### src/rtl/run_det_pkg.sv
// run_det_pkg: shared definitions for the run-length detector.
//   State encoding for the detector FSM and a constant clog2 used for port sizing.
package run_det_pkg;

    typedef logic [1:0] state_t;

    localparam state_t IDLE = 2'b00;
    localparam state_t RUN0 = 2'b01;
    localparam state_t RUN1 = 2'b10;

    // Bits needed to hold values 0..v-1; callers pass RUN_LEN+1 to hold 0..RUN_LEN.
    function automatic int clog2(input int v);
        int r;
        r = 0;
        while ((1 << r) < v) r++;
        return r;
    endfunction

endpackage

### src/rtl/run_length_detector_sat_counter.sv
// sat_counter: saturating up-counter with synchronous clear and load-to-1.
//   clock, resetn : clock and synchronous active-low reset
//   clr           : force count to 0 (highest priority after reset)
//   load          : force count to 1
//   inc           : increment, holding at MAX
//   count         : current value
module sat_counter #(
    parameter int          WIDTH = 8,
    parameter int unsigned MAX   = 255
) (
    input  logic             clock,
    input  logic             resetn,
    input  logic             clr,
    input  logic             load,
    input  logic             inc,
    output logic [WIDTH-1:0] count
);

    logic [WIDTH-1:0] r_count;

    always_ff @(posedge clock) begin
        if (!resetn || clr)
            r_count <= '0;
        else if (load)
            r_count <= WIDTH'(1);
        else if (inc && r_count != WIDTH'(MAX))
            r_count <= r_count + 1'b1;
    end

    assign count = r_count;

endmodule

### src/rtl/run_length_detector.sv
// run_length_detector: flags runs of RUN_LEN or more identical bits on a strobed serial input.
//   clock, resetn : clock and synchronous active-low reset
//   en, w         : sample strobe and serial data bit
//   pulse_mode    : 0 = level z, 1 = single-cycle z after each qualifying run
//   clr_hits      : synchronous clear of the hit counter
//   z             : registered run-detected flag
//   run_bit       : value of the current run (0 while IDLE)
//   run_len       : current run length, saturating at RUN_LEN
//   hits          : saturating count of qualifying runs
//   state         : FSM state (IDLE=00, RUN0=01, RUN1=10)
module run_length_detector
    import run_det_pkg::*;
#(
    parameter  int RUN_LEN = 4,
    parameter  int CNT_W   = 8,
    localparam int LW      = clog2(RUN_LEN + 1)
) (
    input  logic             clock,
    input  logic             resetn,
    input  logic             en,
    input  logic             w,
    input  logic             pulse_mode,
    input  logic             clr_hits,
    output logic             z,
    output logic             run_bit,
    output logic [LW-1:0]    run_len,
    output logic [CNT_W-1:0] hits,
    output logic [1:0]       state
);

    localparam int unsigned HITS_MAX = CNT_W >= 32 ? 32'hFFFF_FFFF : (2 ** CNT_W) - 1;

    state_t r_state, w_next, w_target;
    logic   r_z;
    logic   w_same, w_load, w_inc, w_hit, w_full_next;

    // Every sample selects the run state matching its bit; the run continues only
    // if we are already in that state (IDLE and the unreachable 11 never match).
    assign w_target    = w ? RUN1 : RUN0;
    assign w_same      = r_state == w_target;
    assign w_load      = en && !w_same;
    assign w_inc       = en && w_same;
    assign w_hit       = w_inc && run_len == LW'(RUN_LEN - 1);
    assign w_full_next = w_hit || (run_len == LW'(RUN_LEN) && !w_load);

    always_ff @(posedge clock) begin
        if (!resetn) begin
            r_state <= IDLE;
            r_z     <= 1'b0;
        end else begin
            r_state <= w_next;
            r_z     <= pulse_mode ? w_hit : w_full_next;
        end
    end

    always_comb begin
        w_next = en ? w_target : r_state;
    end

    always_comb begin
        state   = r_state;
        run_bit = r_state == RUN1;
        z       = r_z;
    end

    sat_counter #(.WIDTH(LW), .MAX(RUN_LEN)) u_run_len (
        .clock (clock),
        .resetn(resetn),
        .clr   (1'b0),
        .load  (w_load),
        .inc   (w_inc),
        .count (run_len)
    );

    sat_counter #(.WIDTH(CNT_W), .MAX(HITS_MAX)) u_hits (
        .clock (clock),
        .resetn(resetn),
        .clr   (clr_hits),
        .load  (1'b0),
        .inc   (w_hit),
        .count (hits)
    );

endmodule
### config.mk
export PLATFORM = sky130hd
export DESIGN_NAME = run_length_detector
export DESIGN_NICKNAME = d
export VERILOG_FILES = /design/src/rtl/run_det_pkg.sv /design/src/rtl/run_length_detector_sat_counter.sv /design/src/rtl/run_length_detector.sv
export SDC_FILE = /design/constraint.sdc
export NUM_CORES = 1
export LEC_CHECK = 0
export BUFFER_PORTS_ARGS = -buffer_cell sky130_fd_sc_hd__buf_2
export CORE_MARGIN = 2
export CORE_UTILIZATION = 25
export CTS_CLUSTER_DIAMETER = 150
export DETAILED_ROUTE_END_ITERATION = 6
export HOLD_SLACK_MARGIN = 0.02
export PLACE_DENSITY = 0.43
export SETUP_SLACK_MARGIN = 0.2
export SLEW_MARGIN = 10
export SYNTH_ARGS = -nofsm -noshare
export SYNTH_HDL_FRONTEND = slang
export SYNTH_SLANG_ARGS = --single-unit
### constraint.sdc
create_clock -name clock -period 4.1 [get_ports clock]
set_input_delay 0.615 -clock clock [delete_from_list [all_inputs] [get_ports clock]]
set_output_delay 0.615 -clock clock [all_outputs]
set_load 0.05 [all_outputs]
# --- After elaboration in Yosys (flattened, before gate mapping) ---
# Index checks and enable logic that the tools add are counted.
totals:
  reg_bits: 14
  output_inout_bits: 15
  input_bits: 6
op_classes:
  add_sub_neg: 2
  n_mux: 4
  n_eq_ne: 6
  reduce_logical: 13
  bitwise: 1
ops:
  columns: ["operator", "count"]
  rows:
  - ["8-bit by 1-bit adder with 8-bit output, second input constant", 1]
  - ["8-bit != test, second input constant", 1]
  - ["1-bit logical AND", 6]
  - ["3-bit by 1-bit adder with 3-bit output, second input constant", 1]
  - ["3-bit by 2-bit == test with 1-bit output, second input constant", 1]
  - ["3-bit == test, second input constant", 1]
  - ["1-bit zero test", 3]
  - ["1-bit 2-to-1 mux", 3]
  - ["3-bit != test, second input constant", 1]
  - ["2-bit == test", 1]
  - ["2-bit == test, second input constant", 1]
  - ["1-bit logical OR", 2]
  - ["2-bit 2-to-1 mux", 1]
  - ["2-bit nonzero test", 1]
  - ["2-bit OR reduction", 1]
  - ["1-bit NOT", 1]

# --- Longest topological paths before layout ---
depth:
  depth_word: 8
  depth_mapped: 7
  mapped_depth_nobuf: 6

# --- Cells and area by module ---
# Synthesis repeated with hierarchy kept, for this count alone.
hier_totals:
  hier_cells: 90
  hier_area_um2: 829.5
modules_own_cells:
  columns: ["mod", "seq_area_each_um2", "area_each_um2", "instances", "cells_per_inst"]
  rows:
  - ["sat_counter (u_hits)", 160.2, 455.4, 1, 51]
  - ["run_length_detector", 60.1, 192.7, 1, 21]
  - ["sat_counter (u_run_len)", 60.1, 181.4, 1, 18]

# --- Least setup slack after synthesis ---
# Ideal clock, no wire load.
synth_timing:
  kind: "reg-to-reg"
  from: "reg r_state[0] (netlist: state[0])"
  to: "reg u_hits.r_count[7] (netlist: u_hits.count[7])"
  path_stages_with_launch: 6
  arrival_time_ns: 2.040
  setup_time_ns: 0.070
  synth_period_minus_slack_ns: 2.110
  required_time_ns: 4.030
  slack_ns: 1.990
  path_cell_list: "dfxtp_1 > or3b_4 > a21o_1 > buf_6 > or4_1 > a21oi_1"
synth_between:
  elab_chain_len: 4
synth_lines:
  columns: ["element", "line", "source"]
  rows:
  - ["start, declared", "run_length_detector.sv:33", "state_t r_state, w_next, w_target;"]
  - ["start signal, assigned", "run_length_detector.sv:51", "r_state <= w_next;"]
  - ["2-bit == test", "run_length_detector.sv:40", "assign w_same = r_state == w_target;"]
  - ["1-bit logical AND", "run_length_detector.sv:42", "assign w_inc = en && w_same;"]
  - ["1-bit logical AND", "run_length_detector.sv:43", "assign w_hit = w_inc && run_len == LW'(RUN_LEN - 1);"]
  - ["1-bit logical AND", "run_length_detector_sat_counter.sv:26", "else if (inc && r_count != WIDTH'(MAX))"]
  - ["end signal, assigned", "run_length_detector_sat_counter.sv:27", "r_count <= r_count + 1'b1;"]
  - ["end, declared", "run_length_detector_sat_counter.sv:19", "logic [WIDTH-1:0] r_count;"]
# No other way between the ends.
# A chain may end at the register's enable or synchronous reset.

# --- Final worst setup path ---
layout_timing:
  from: "in w"
  to: "reg u_hits.r_count[4] (netlist: u_hits.count[4])"
layout_between:
  elab_chain_len: 5
layout_lines:
  columns: ["element", "line", "source"]
  rows:
  - ["start, declared", "run_length_detector.sv:21", "input logic w,"]
  - ["2-bit 2-to-1 mux", "run_length_detector.sv:39", "assign w_target = w ? RUN1 : RUN0;"]
  - ["2-bit == test", "run_length_detector.sv:40", null]
  - ["1-bit logical AND", "run_length_detector.sv:42", null]
  - ["1-bit logical AND", "run_length_detector.sv:43", null]
  - ["1-bit logical AND", "run_length_detector_sat_counter.sv:26", null]
# No other way between the ends.

==> results.json <==
{
  "finalClockSkew_ps": 1.14,
  "worstSetupStartpointType": "input pin",
  "drt_iter0_drc": 16,
  "crit_required_ps": 4320,
  "setup_viol": 0,
  "syn-num-nets": 96,
  "clock_sink_count": 14,
  "finalNetCount": 119,
  "overflow": 0,
  "crit_arrival_ps": 2090,
  "status": "finished, final reports clean",
  "vias_per_cell": 4.96,
  "ir_drop_mv": 0.141,
  "antenna_cells": 0,
  "worst-setup-path-type": "input pin to flip-flop",
  "drive_gt1_frac": 0.271,
  "instances_no_fill": 138,
  "final_antenna_net_count": 0,
  "yosysUniqueCellTypes": 32,
  "grt_max_degree": 13,
  "post_drt_wl_per_cell_um": 12.0,
  "drc": 0,
  "max_freq_ghz": 0.532,
  "rows": 19,
  "final_cell_mix": "buf_2, dfxtp_1, a21oi_1, nand2_1",
  "cts_tree": "built",
  "cts-htree-levels": 1,
  "yosysWarnings": 0,
  "dr.pass1.iters": 4,
  "via_count": 685,
  "post_cts_resize_count": 0,
  "syn2layout_area_growth_pct": 19.7,
  "routed_wl_um": 1660,
  "relSlewSlack": 0.673,
  "yosysTopAreaCell": "dfxtp_1",
  "synth-seq-area-share": 0.378,
  "syn_area_um2": 742,
  "start_util": 0.267,
  "cap_violations": 0,
  "yosys-top-cells-area": "dfxtp_1, ha_1, a21oi_1, o21ai_0, nand2_1",
  "final_common_cell": "buf_2",
  "finalHoldViolCount": 0,
  "ctsLongestPathBuffers": 2,
  "postCtsSetupRepairBufs": 0,
  "multi_input_area_um2": 428,
  "dpl.hpwl_um": 1230,
  "end_kind": "flip-flop",
  "cts_made_buffers": 3,
  "fin_crit_sh": 0.458,
  "period_minus_slack_ps": 1880,
  "rsz0062_at_grt": "no",
  "die_height_um": 58.5,
  "die_width_um": 58.5,
  "tightest_slew_ps": 491,
  "ys.flop_type": "dfxtp_1",
  "synth_edf_count": 0,
  "grt_first_pass_wirelength_um": 2840,
  "hold_class": "flip-flop to flip-flop",
  "grt_util_all_layers": 0.111,
  "io_pins": 21,
  "synth_cells": 86,
  "cp_max_fo": 12,
  "dpl.cell_count": 135,
  "synthArstFlopShare": 0,
  "yosys.area.top_type_share": 0.378,
  "gp_congestion": 0.714,
  "numPortBuffers": 20,
  "cts-root-buf": "clkbuf_4",
  "powerDensity_mw_per_mm2": 290,
  "fin_setup_tns_ps": 0,
  "rrSetupSlack_ps": 2250,
  "nFillCells": 313,
  "grt_pass1_vias": 594,
  "postCtsHoldBufs": 0,
  "fp.coreArea_mm2": 0.00278,
  "clk_latency_ps": 280,
  "ys_ff_latch": 14,
  "seqCellArea_um2": 280,
  "slew_viol_final": 0,
  "path_clk_slew_ps": 90,
  "dieArea_mm2": 0.00342,
  "leakagePower_uw": 0.000388,
  "syn_area_per_cell_um2": 8.63,
  "antenna_found_initial": 0
}
## sequential cells by signal, indices dropped and copies added (netlist names)
signal	flops
state	2
u_hits.count	8
z	1
u_run_len.count	3
## worst max-delay path, stage by stage
cell and delay [ps]:
buf_2 120, or3b_4 390, a21o_1 300, or4_1 520, a21oi_1 150
## power breakdown
part,internal [µW],total (µW),switching (µW)
Combinational,11.2,34.9,23.7
Sequential,139,142,2.68
Clock,34.1,81.6,47.5
Total,184,258,73.9
## routing by layer
metal  share of wire  global-route usage  routed length (µm)  vias to the layer above
met5               0                   0                   0                        -
met2            0.42               0.146                 690                       17
met1            0.52               0.160                 864                      304
li1                -                   -                   -                      360
met4           0.014              0.0698                  24                        0
met3           0.049              0.0264                  81                        4
## path summary, 6_finish.rpt
kind | endpoint | startpoint | depth (start not counted)
max reg2reg | u_hits.count[4]$_SDFFE_PP0P_ | state[0]$_SDFFE_PN0P_ | 4
min reg2reg | u_hits.count[7]$_SDFFE_PP0P_ | u_hits.count[7]$_SDFFE_PP0P_ | 2
max | u_hits.count[4]$_SDFFE_PP0P_ | w | 5
min | u_hits.count[7]$_SDFFE_PP0P_ | u_hits.count[7]$_SDFFE_PP0P_ | 2
## through the flow
stage	setup WS (ps)	util	hold slack, ps	instance area (µm²)	power (µW)
final	2220	0.319	515	888	258
after global routing	2160	0.319	544	888	274
after CTS	2240	0.319	520	888	264
after detailed placement	1930	0.311	502	866	180
after global placement	1960	0.311	499	866	180
after floorplan	1990	-	723	742	170
## synth_stat cells, drive strengths merged (2+ instances only)
cell	number
a21oi	8
a31oi	2
and2	2
and3	2
buf	2
dfxtp	14
ha	4
inv	5
mux2i	2
nand2	6
nand3	4
nand4	2
nor2	4
nor2b	3
o21ai	5
o31ai	3
or3	2
or4	3
## cell families after synthesis
family	Yosys count	synth area share
flops	14	0.378
fa+ha+maj	4	0.0675
buf+inv	7	0.0455
xor+xnor	1	0.0118
simple gates	34	0.265
compound gates	24	0.206
mux	2	0.0270
## layout make-up
| class | instances | area share |
|---|---|---|
| multi-input combinational | 65 | 0.482 |
| sequential | 14 | 0.315 |
| timing repair buffer | 20 | 0.113 |
| tap | 31 | 0.0437 |
| clock buffer | 3 | 0.0254 |
| inverter | 5 | 0.0211 |
No activity file was read; power rests on OpenSTA's default activity.
